==> config.mk <==
export PLATFORM = sky130hd
export DESIGN_NAME = mips_cpu_fetch
export DESIGN_NICKNAME = d
export VERILOG_FILES = /design/src/rtl/mips_cpu_fetch.sv
export SDC_FILE = /design/constraint.sdc
export NUM_CORES = 1
export LEC_CHECK = 0
export BUFFER_PORTS_ARGS = -buffer_cell sky130_fd_sc_hd__buf_2
export CAP_MARGIN = 20
export CORE_MARGIN = 4
export CORE_UTILIZATION = 59
export CTS_CLUSTER_SIZE = 24
export DETAILED_ROUTE_END_ITERATION = 16
export PLACE_DENSITY_LB_ADDON = 0.12
export SYNTH_ARGS = -nofsm -noshare
export SYNTH_HDL_FRONTEND = slang
export SYNTH_SLANG_ARGS = --single-unit
==> constraint.sdc <==
create_clock -name clk -period 5.7 [get_ports clk]
set_clock_uncertainty 0.05 [all_clocks]
set_input_delay 1.14 -clock clk [delete_from_list [all_inputs] [get_ports clk]]
set_output_delay 1.14 -clock clk [all_outputs]
set_load 0.1 [all_outputs]
==> src/rtl/mips_cpu_fetch.sv <==
// Instruction fetch and PC sequencing for the Harvard MIPS core.
// Fetches one word, holds it for execution, then applies branch/jump decisions with one delay slot.
module mips_cpu_fetch #(
    parameter logic [31:0] RESET_VECTOR = 32'hBFC00000,
    parameter logic [31:0] HALT_ADDR    = 32'h00000000
) (
    input  logic        clk,
    input  logic        rst_n,
    output logic [31:0] imem_address,
    output logic        imem_read,
    input  logic        imem_waitrequest,
    input  logic [31:0] imem_readdata,
    output logic [31:0] instr,
    output logic        instr_valid,
    output logic [31:0] pc,
    output logic [31:0] link_addr,
    input  logic        branch,
    input  logic        cond,
    input  logic        jump,
    input  logic        jump_reg,
    input  logic [31:0] reg_target,
    input  logic        stall,
    output logic        active
);

    typedef enum logic [1:0] {
        S_FETCH  = 2'd0,
        S_EXEC   = 2'd1,
        S_HALTED = 2'd2
    } state_t;

    state_t      state_q, state_d;
    logic [31:0] pc_q, pc_d;
    logic [31:0] target_q, target_d;
    logic        pending_q, pending_d;
    logic [31:0] instr_q, instr_d;
    logic        instr_valid_q, instr_valid_d;
    logic        imem_read_q, imem_read_d;
    logic        active_q, active_d;

    logic [31:0] p4_s;
    logic        redirect_s;
    logic [31:0] redirect_target_s;

    function automatic logic [31:0] branch_offset(input logic [15:0] imm);
        return {{14{imm[15]}}, imm, 2'b00};
    endfunction

    function automatic logic [31:0] jump_target(input logic [31:0] seq_pc, input logic [25:0] idx);
        return {seq_pc[31:28], idx, 2'b00};
    endfunction

    // Redirect decode: jump_reg outranks jump, which outranks a taken branch.
    always_comb begin
        p4_s              = pc_q + 32'd4;
        redirect_s        = 1'b0;
        redirect_target_s = p4_s;
        if (jump_reg) begin
            redirect_s        = 1'b1;
            redirect_target_s = reg_target;
        end else if (jump) begin
            redirect_s        = 1'b1;
            redirect_target_s = jump_target(p4_s, instr_q[25:0]);
        end else if (branch && cond) begin
            redirect_s        = 1'b1;
            redirect_target_s = p4_s + branch_offset(instr_q[15:0]);
        end else begin
            redirect_s        = 1'b0;
            redirect_target_s = p4_s;
        end
    end

    // Next-state and next-output computation for the fetch/execute sequencer.
    always_comb begin
        state_d       = state_q;
        pc_d          = pc_q;
        target_d      = target_q;
        pending_d     = pending_q;
        instr_d       = instr_q;
        instr_valid_d = instr_valid_q;
        imem_read_d   = imem_read_q;
        active_d      = active_q;
        case (state_q)
            S_FETCH: begin
                // imem_read_q gates acceptance so the post-reset idle cycle never latches data.
                if (imem_read_q && !imem_waitrequest) begin
                    instr_d       = imem_readdata;
                    instr_valid_d = 1'b1;
                    imem_read_d   = 1'b0;
                    state_d       = S_EXEC;
                end else begin
                    instr_valid_d = 1'b0;
                    imem_read_d   = 1'b1;
                    state_d       = S_FETCH;
                end
            end
            S_EXEC: begin
                if (stall) begin
                    state_d = S_EXEC;
                end else begin
                    instr_valid_d = 1'b0;
                    imem_read_d   = 1'b1;
                    state_d       = S_FETCH;
                    if (pending_q) begin
                        // Delay slot done: take the saved target, ignoring any new request.
                        pc_d      = target_q;
                        pending_d = 1'b0;
                        if (target_q == HALT_ADDR) begin
                            state_d     = S_HALTED;
                            imem_read_d = 1'b0;
                            active_d    = 1'b0;
                        end else begin
                            state_d = S_FETCH;
                        end
                    end else if (redirect_s) begin
                        target_d  = redirect_target_s;
                        pending_d = 1'b1;
                        pc_d      = p4_s;
                    end else begin
                        pc_d = p4_s;
                    end
                end
            end
            S_HALTED: begin
                instr_valid_d = 1'b0;
                imem_read_d   = 1'b0;
                active_d      = 1'b0;
                state_d       = S_HALTED;
            end
            default: begin
                instr_valid_d = 1'b0;
                imem_read_d   = 1'b0;
                pending_d     = 1'b0;
                state_d       = S_FETCH;
            end
        endcase
    end

    // State and output registers with asynchronous reset.
    always_ff @(posedge clk or negedge rst_n) begin
        if (!rst_n) begin
            state_q       <= S_FETCH;
            pc_q          <= RESET_VECTOR;
            target_q      <= 32'd0;
            pending_q     <= 1'b0;
            instr_q       <= 32'd0;
            instr_valid_q <= 1'b0;
            imem_read_q   <= 1'b0;
            active_q      <= 1'b1;
        end else begin
            state_q       <= state_d;
            pc_q          <= pc_d;
            target_q      <= target_d;
            pending_q     <= pending_d;
            instr_q       <= instr_d;
            instr_valid_q <= instr_valid_d;
            imem_read_q   <= imem_read_d;
            active_q      <= active_d;
        end
    end

    assign imem_address = {pc_q[31:2], 2'b00};
    assign imem_read    = imem_read_q;
    assign instr        = instr_q;
    assign instr_valid  = instr_valid_q;
    assign pc           = pc_q;
    assign link_addr    = pc_q + 32'd8;
    assign active       = active_q;

endmodule

==> results of run 1 <==
[placed cells by master (no fill, tap or decap), types with 12 or more instances in the layout]
cell / instances
xor2_1: 20
nor4_1: 13
dfrtp_1: 92
inv_1: 22
a21oi_1: 65
mux2i_1: 21
nor2_1: 61
xnor2_1: 52
mux2_2: 33
ha_1: 37
and3_1: 18
nand3_1: 26
nand4_1: 17
a221oi_1: 12
nor3_1: 22
buf_4: 12
nand2_1: 99
o21ai_0: 66
o211ai_1: 13
buf_2: 199
[cells by family (layout without fill, tap and decap cells)]
group	count (synthesis)	count (layout)	share of synthesized area (%)
AO/OA/AOI/OAI	232	232	18.54
XOR/XNOR	75	75	8.619
adder cells (fa/ha/maj)	38	38	6.127
buffers and inverters	116	251	7.714
flip-flops	102	102	32.54
multiplexers	54	54	7.381
other	1	2	0.04757
AND/OR/NAND/NOR	301	301	19.03
[final timing paths]
check                        from            to  slack, ps
setup / recovery            pc[2]  target_q[31]       1390
hold / removal             active        active        400
setup reg to reg            pc[2]  target_q[31]       1390
hold reg to reg            active        active        400
max in group asynchronous   rst_n        pc[30]       3700
min in group asynchronous   rst_n         pc[1]        720
[cell type report]
| cell class | instances | area share, % |
|---|---|---|
| clock buffer | 10 | 2.654 |
| clock inverter | 6 | 0.8614 |
| inverter | 23 | 0.9586 |
| multi-input combinational | 702 | 52.47 |
| sequential | 102 | 28.48 |
| tap | 172 | 2.390 |
| timing repair buffer | 212 | 12.18 |
[cell usage after synthesis (9+ instances only)]
library cell   n
a21oi_1       65
nand4_1       17
mux2_2        33
and3_1        18
buf_4         41
mux2i_1       21
inv_1         22
xnor2_1       52
clkbuf_1      39
nor2_1        61
or3_1         10
dfrtp_1       92
a221oi_1      12
nor4_1        13
ha_1          37
o211ai_1      13
dfstp_2       10
o21ai_0       66
nor3_1        23
nand3_1       26
buf_2          9
nand2_1       99
xor2_1        20
[power breakdown]
part	leakage, µW	internal, µW	switching, µW
sequential	0.00137	723	0
combinational	0.00306	25.0	49.8
clock	0.000153	360	294
total	0.00458	1110	344
[registers in the layout (all words and copies together) (netlist names)]
signal       cells
instr           32
pc              32
pending_q        1
imem_read        1
instr_valid      1
active           1
target_q        32
state_q          2
[per-stage QoR]
| stage | power (µW) | instance area, µm² | utilization (%) | hold slack, ps |
|---|---|---|---|---|
| after floorplan | 765.5 | 7886 | - | 407.2 |
| after global placement | 810.9 | 8678 | 67.67 | 384.5 |
| after detailed placement | 811.7 | 8678 | 67.67 | 388.0 |
| after CTS | 1462 | 8995 | 70.14 | 403.3 |
| after global routing | 1499 | 9006 | 70.22 | 427.9 |
| final | 1453 | 9006 | 70.22 | 403.8 |
[worst max-delay path, cell delays in order (launching register included)]
cell	delay, ps
dfrtp_1	740
ha_1	330
nand3_1	150
nor2_1	310
and2_1	220
nand2_1	70
xnor2_1	150
ha_1	480
nand4_1	150
nor4_1	320
o21ai_0	200
a31oi_1	300
nor4_1	110
nor3_1	300
mux2i_1	220
nand3_1	80
[per-layer routing]
metal  GRT usage [%]  vias to the layer above  wire (µm)
met2           45.39                      381      10150
met3           5.041                       26       2465
li1                -                     3544          -
met1           49.09                     3502      10900
met4           8.374                        2        330
met5               0                        -          7
==> results.sh, run 1 <==
export IMPL_status="finished, final reports clean"
export IMPL_synth_main_ff_cell="dfrtp_1"
export IMPL_fillers=1109
export IMPL_clockBufferDepth=2
export IMPL_synth_area_leaders="dfrtp_1 29%, ha_1 5.9%, xnor2_1 5.8%, mux2_2 4.7%, nand2_1 4.7%"
export IMPL_antenna_found_initial=1
export IMPL_gp_congestion=0.9568
export IMPL_syn_area_um2=7883
export IMPL_drt_antenna_violating_nets=0
export IMPL_initial_core_util_pct=61.46
export IMPL_dpl_hpwl_um=18260
export IMPL_critPathKind="flop to flop"
export IMPL_postSynthCellCount=919
export IMPL_regArea_um2=2565
export IMPL_first_pass_iters=5
export IMPL_cts_clk_slew_worst_paths_ps=70
export IMPL_multi_input_area_um2=4726
export IMPL_synth_seq_cells=102
export IMPL_first_global_vias=6693
export IMPL_cts_resized=0
export IMPL_area_growth_pct=14.25
export IMPL_fin_ws_ps=1389
export IMPL_end_kind="flop"
export IMPL_p_per_area_nw_per_um2=161.3
export IMPL_wl_um=23860
export IMPL_overflow=0
export IMPL_min_period_ps=4311
export IMPL_grt_max_degree=59
export IMPL_dieArea_um2=15270
export IMPL_dp_cells=1210
export IMPL_fin_nets=1160
export IMPL_critPathRequiredTime_ps=5880
export IMPL_ctsHoldBuffers=0
export IMPL_final_cells=1227
export IMPL_dieHeight_um=123.6
export IMPL_vias=7455
export IMPL_core_area_um2=12820
export IMPL_seq_area_frac_synth_pct=32.54
export IMPL_grt_pass1_wl_um=37010
export IMPL_drt_vias_per_instance=6.076
export IMPL_dp_slack_ps=1451
export IMPL_cp_max_fo=19
export IMPL_dieWidth_um=123.6
export IMPL_finalMaxSlewViolations=0
export IMPL_yosysUniqueCellTypes=75
export IMPL_io_pins=203
export IMPL_startpoint_type="flop"
export IMPL_tns_ps=0
export IMPL_worst_pin_slew_ps=920.8
export IMPL_globalRouteTotalUtil_pct=31.54
export IMPL_wl_per_cell_um=19.44
export IMPL_synth_area_leader_cell="dfrtp_1"
export IMPL_cts_root_buf="clkbuf_16"
export IMPL_crit_arrival_ps=4490
export IMPL_diodes=0
export IMPL_insertion_delay_ps=360
export IMPL_setup_viol=0
export IMPL_drc=0
export IMPL_hold_viol=0
export IMPL_yosys_warnings=0
export IMPL_ys_async_sr_fraction_pct=100.0
export IMPL_max_slew_margin_rel_pct=38.61
export IMPL_row_count=41
export IMPL_fin_crit_sh_pct=75.63
export IMPL_drive_above_1_share_pct=27.87
export IMPL_synth_top_area_share_pct=29.21
export IMPL_cts_made_buffers=9
export IMPL_p_leak_uw=0.004583
export IMPL_grt_setup_unrepaired="false"
export IMPL_hold_path_class="flop to flop"
export IMPL_cts_setup_buffers=0
export IMPL_syn_area_per_cell_um2=8.577
export IMPL_max_freq_mhz=232.0
export IMPL_htreeDepth=3
export IMPL_drt_iter0_markers=845
export IMPL_maxCapViolCount=0
export IMPL_ir_drop_uv=199.9
export IMPL_hold_path_depth=2
export IMPL_cts_tree="built"
export IMPL_reg2reg_depth=15
export IMPL_io_buffers=200
export IMPL_cts_sinks=102
export IMPL_synth_edf_count=0
Power figures use the tool's default switching activity.
==> run 2: changes to the inputs <==
- CORE_UTILIZATION: 59 -> 55
- clock period: 5.7 -> 4.4 ns (I/O delays scaled with it)
==> run 2 against run 1 <==
Flip-flop and latch count unchanged. Sequential power up 30%. Sequential share of layout area down 0.40 points. Die area up 6.8%. Register-to-register slack worse by 1100 ps. Wire length down 1.6%. Fmax up 5.8%. Non-clock buffer count up 3. Clock power up 25%.
==> results.sh, run 2 (synthesis results as in run 1) <==
export IMPL_status="finished, final reports clean"
export IMPL_fin_ws_ps=324.3
export IMPL_regArea_um2=2565
export IMPL_dieHeight_um=127.7
export IMPL_min_period_ps=4076
export IMPL_wl_um=23470
export IMPL_dieArea_um2=16310
export IMPL_first_global_vias=6881
export IMPL_ctsHoldBuffers=0
export IMPL_core_area_um2=13930
export IMPL_maxCapViolCount=0
export IMPL_first_pass_iters=5
export IMPL_final_common_cell="buf_2"
export IMPL_diodes=0
export IMPL_drc=0
export IMPL_critPathRequiredTime_ps=4570
export IMPL_dp_cells=1222
export IMPL_wl_per_cell_um=18.96
export IMPL_gp_congestion=0.9989
export IMPL_startpoint_type="flop"
export IMPL_hold_viol=0
export IMPL_setup_viol=0
export IMPL_cts_clk_slew_worst_paths_ps=70
export IMPL_cts_tree="built"
export IMPL_end_kind="flop"
export IMPL_cts_setup_buffers=0
export IMPL_vias=7432
export IMPL_crit_arrival_ps=4250
export IMPL_dp_slack_ps=308.1
export IMPL_p_per_area_nw_per_um2=202.8
export IMPL_drive_above_1_share_pct=29.58
export IMPL_insertion_delay_ps=350
export IMPL_combPwrFrac_pct=5.3
export IMPL_drt_iter0_markers=758
export IMPL_cts_made_buffers=9
export IMPL_final_cells=1238
export IMPL_overflow=0
export IMPL_htreeDepth=3
export IMPL_multi_input_area_um2=4842
export IMPL_pwr_share_clk_pct=44.1
export IMPL_area_growth_pct=15.87
export IMPL_cts_resized=0
export IMPL_swShare_pct=23.58
export IMPL_hold_path_class="flop to flop"
export IMPL_fin_crit_sh_pct=92.63
export IMPL_p_int_uw=1415
export IMPL_io_buffers=200
export IMPL_critPathKind="flop to flop"
export IMPL_layout_common_cells="199 x buf_2, 99 x nand2_1, 92 x dfrtp_1"
export IMPL_max_slew_margin_rel_pct=29.63
export IMPL_row_count=43
export IMPL_drt_vias_per_instance=6.003
export IMPL_cp_max_fo=8
export IMPL_pwr_share_seq_pct=50.6
export IMPL_globalRouteTotalUtil_pct=28.64
export IMPL_worst_pin_slew_ps=1049
export IMPL_dieWidth_um=127.7
export IMPL_clockBufferDepth=2
export IMPL_drt_antenna_violating_nets=0
export IMPL_finalMaxSlewViolations=0
export IMPL_p_leak_uw=0.004675
export IMPL_ir_drop_uv=248.9
export IMPL_max_freq_mhz=245.4
export IMPL_initial_core_util_pct=56.57
export IMPL_p_sw_uw=436.8
export IMPL_cts_sinks=102
export IMPL_grt_max_degree=73
export IMPL_grt_pass1_wl_um=37010
export IMPL_fin_nets=1163
export IMPL_dpl_hpwl_um=17920
export IMPL_antenna_found_initial=0
export IMPL_cts_root_buf="clkbuf_16"
export IMPL_io_pins=203
export IMPL_fillers=1215
==> run 2: changes by cell type in the layout (fill, tap and decap cells not counted), moves of 2 or more <==
cell	change
inv_8	-2
xnor2_1	-11
xor2_2	+4
clkinvlp_4	+2
xor2_1	-4
buf_4	+4
xnor2_2	+11
==> run 2: worst paths after layout <==
kind	from	to	slack [ps]	cells past startpoint
worst max register to register	pc[4]	target_q[27]	320	15
min in group asynchronous	rst_n	instr[29]	610	1
worst min-delay path	active	active	390	2
worst max-delay path	pc[4]	target_q[27]	320	15
max in group asynchronous	rst_n	pc[28]	2830	2
worst min register to register	active	active	390	2
==> run 2: routing by layer <==
metal / vias up / track usage, % / part of all wire (%)
met2: 355 / 41.56 / 42
li1: 3535 / - / -
met5: - / 0 / 0
met1: 3505 / 43.10 / 46
met3: 37 / 6.250 / 11
met4: 0 / 8.177 / 1.8
==> run 2: per-stage QoR <==
stage / cell area [µm²] / TNS, ps / total power, µW / util (%) / hold WS [ps]
6_report: 9134 / 0 / 1852 / 65.55 / 393.6
3_3_place_gp: 8823 / 0 / 1052 / 63.32 / 380.1
2_1_floorplan: 7991 / 0 / 991.7 / - / 407.2
4_1_cts: 9123 / 0 / 1860 / 65.47 / 393.7
5_1_grt: 9134 / -0.4805 / 1909 / 65.55 / 430.6
3_5_place_dp: 8823 / 0 / 1053 / 63.32 / 382.0
==> run 2: power by group through the flow <==
| stage | registers [µW] | logic [µW] | clock network (µW) |
|---|---|---|---|
| after floorplan | 956 | 36.2 | 0 |
| after global placement | 955 | 96.6 | 0 |
| after detailed placement | 955 | 97.8 | 0 |
| after CTS | 937 | 98.2 | 825 |
| after global routing | 937 | 109 | 864 |
| final | 937 | 97.8 | 817 |
==> run 2: layout make-up <==
class	instances	area share, %
clock buffer	10	2.507
clock inverter	6	0.7671
inverter	23	0.9452
multi-input combinational	702	53.01
sequential	102	28.08
tap	180	2.466
timing repair buffer	215	12.22
==> run 2: worst max-delay path, cell delays in order (launching register included) <==
cell and delay (ps):
dfrtp_1 490, ha_2 280, and4_2 330, nand4_4 200, and2b_1 330, nand2_1 110
xnor2_1 170, ha_1 370, nand2_1 110, or3_1 350, a2bb2oi_1 180, a21oi_1 210
nor3_1 120, o31ai_2 350, mux2i_1 210, o21ai_0 90
==> run 3: changes to the inputs <==
- CORE_UTILIZATION: 55 -> 49
- clock period: 4.4 -> 3.3 ns (I/O delays scaled with it)
==> run 3 against run 2 <==
The flow now finishes with violations (negative setup slack). Register-to-register slack got worse by 470 ps. Flip-flop and latch count did not move. Total power up 36%. Critical path type unchanged. Critical endpoint is now target_q[31]. Largest power group unchanged.
==> results.sh, run 3 (synthesis results as in run 1) <==
export IMPL_cts_sinks=102
export IMPL_grt_use_met2_pct=43.39
export IMPL_diodes=0
export IMPL_io_buffers=200
export IMPL_tns_ps=-633.8
export IMPL_use_met3_pct=4.583
export IMPL_grt_pass1_wl_um=42660
export IMPL_drt_antenna_violating_nets=0
export IMPL_dpl_hpwl_um=20890
export IMPL_cpMostUsedCell="buf_4"
export IMPL_grtUsageMet1_pct=46.62
export IMPL_vias=8239
export IMPL_max_freq_mhz=289.9
export IMPL_ctsHoldBuffers=0
export IMPL_final_cells=1453
export IMPL_cts_clk_slew_worst_paths_ps=70
export IMPL_layout_common_cells="191 x buf_2, 186 x buf_4, 93 x nand2_1"
export IMPL_area_growth_pct=45.40
export IMPL_fin_crit_sh_pct=104.5
export IMPL_grt_setup_unrepaired="true"
export IMPL_finalMaxSlewViolations=0
export IMPL_initial_core_util_pct=49.80
export IMPL_gp_congestion=1.012
export IMPL_p_per_area_nw_per_um2=219.6
export IMPL_startpoint_type="flop"
export IMPL_final_common_cell="buf_2"
export IMPL_dp_slack_ps=-328.6
export IMPL_ir_drop_uv=265.8
export IMPL_fin_ws_ps=-148.9
export IMPL_drive_above_1_share_pct=48.67
export IMPL_overflow=0
export IMPL_fin_nets=1342
export IMPL_htreeDepth=3
export IMPL_worst_pin_slew_ps=800.2
export IMPL_dieArea_um2=18180
export IMPL_p_leak_uw=0.005729
export IMPL_dieHeight_um=134.8
export IMPL_max_slew_margin_rel_pct=46.53
export IMPL_dieWidth_um=134.8
export IMPL_row_count=46
export IMPL_dp_cells=1405
export IMPL_wl_um=27800
export IMPL_cp_cell_sequence="ha_4 -> and4_4 -> nand4_4 -> buf_4 -> nor2_1 -> buf_4 -> nand3_1 -> xnor2_2 -> buf_4 -> buf_4 -> ha_2 -> nand3_1 -> a31oi_2 -> nor4_1 -> nor3_1 -> mux2i_1 -> nand3_1"
export IMPL_setup_viol=9
export IMPL_antenna_found_initial=0
export IMPL_status="complete, but fails checks"
export IMPL_drt_vias_per_instance=5.670
export IMPL_grt_max_degree=61
export IMPL_insertion_delay_ps=360
export IMPL_max_stage_delay_ps=450
export IMPL_globalRouteTotalUtil_pct=29.82
export IMPL_grt_most_used_layer="met1"
export IMPL_cts_made_buffers=9
export IMPL_first_global_vias=7679
export IMPL_cts_root_buf="clkbuf_16"
export IMPL_hold_viol=0
export IMPL_min_period_ps=3449
export IMPL_clockBufferDepth=2
export IMPL_end_kind="flop"
export IMPL_hold_path_class="input port to async pin"
export IMPL_cp_max_fo=5
export IMPL_first_pass_iters=8
export IMPL_violations="negative setup slack"
export IMPL_critPathRequiredTime_ps=3480
export IMPL_critPathKind="flop to flop"
export IMPL_crit_arrival_ps=3630
export IMPL_wl_per_cell_um=19.13
export IMPL_maxCapViolCount=0
export IMPL_core_area_um2=15830
export IMPL_io_pins=203
export IMPL_fillers=1248
export IMPL_crit_slowest_cell="dfrtp_4"
export IMPL_cts_tree="built"
export IMPL_drc=0
export IMPL_drt_iter0_markers=645
## run 3: cell count changes in the layout (fill, tap and decap cells not counted), moves of 9 or more
cell	change
dfrtp_2	+9
ha_4	+11
dfrtp_1	-20
a21oi_1	-11
ha_1	-13
a21oi_2	+10
buf_12	+10
o21ai_0	-10
dfrtp_4	+11
buf_4	+170
xnor2_1	-16
## run 3: cell type report
class / instances / area (µm²) / area share (%)
sequential: 102 / 2644 / 23.07
inverter: 23 / 86.33 / 0.7533
clock inverter: 4 / 52.55 / 0.4585
timing repair buffer: 394 / 2635 / 22.99
tap: 216 / 270.3 / 2.358
clock buffer: 12 / 256.5 / 2.238
multi-input combinational: 702 / 5517 / 48.13
## run 3: worst max-delay path, delay by kind of cell, from the launching register on
kind | cells | cell delay (ps)
AO/OA/AOI/OAI | 1 | 230
XOR/XNOR | 1 | 150
adder cells (fa/ha/maj) | 2 | 520
buffers and inverters | 4 | 580
flip-flops | 1 | 450
multiplexers | 1 | 220
AND/OR/NAND/NOR | 8 | 1120
## run 3: worst paths after layout
path	depth (start not counted)	to	start	slack [ps]
setup / recovery	17	target_q[31]	pc[3]	-150
hold / removal	1	target_q[29]	rst_n	250
setup reg to reg	17	target_q[31]	pc[3]	-150
hold reg to reg	2	active	active	390
max in group asynchronous	2	pc[31]	rst_n	2200
min in group clk	2	active	active	390
## run 3: timing repair
action / CTS / global route
pin swaps: 37 / 36
endpoints found under the setup margin: 18 / 23
resized for setup: 45 / 51
buffers inserted: 15 / 17
## run 3: power breakdown
part / internal [µW] / switching [µW]
combinational: 47.2 / 91.1
clock: 635 / 494
sequential: 1250 / 0
## run 3: metal layers
layer	up-vias	wire length [µm]
met1	3956	13230
li1	3883	-
met2	371	11990
met5	-	0
met3	29	2234
met4	0	333
## run 3: stage by stage
step                      cell area (µm²)  total power (µW)  hold WS, ps  util, %
after global placement              10410              1409        380.7    65.79
after floorplan                      8312              1322        314.4        -
after CTS                           11070              2534        255.6    69.94
after detailed placement            10410              1411        381.4    65.79
after global routing                11460              2595        287.2    72.41
final                               11460              2517        251.7    72.41
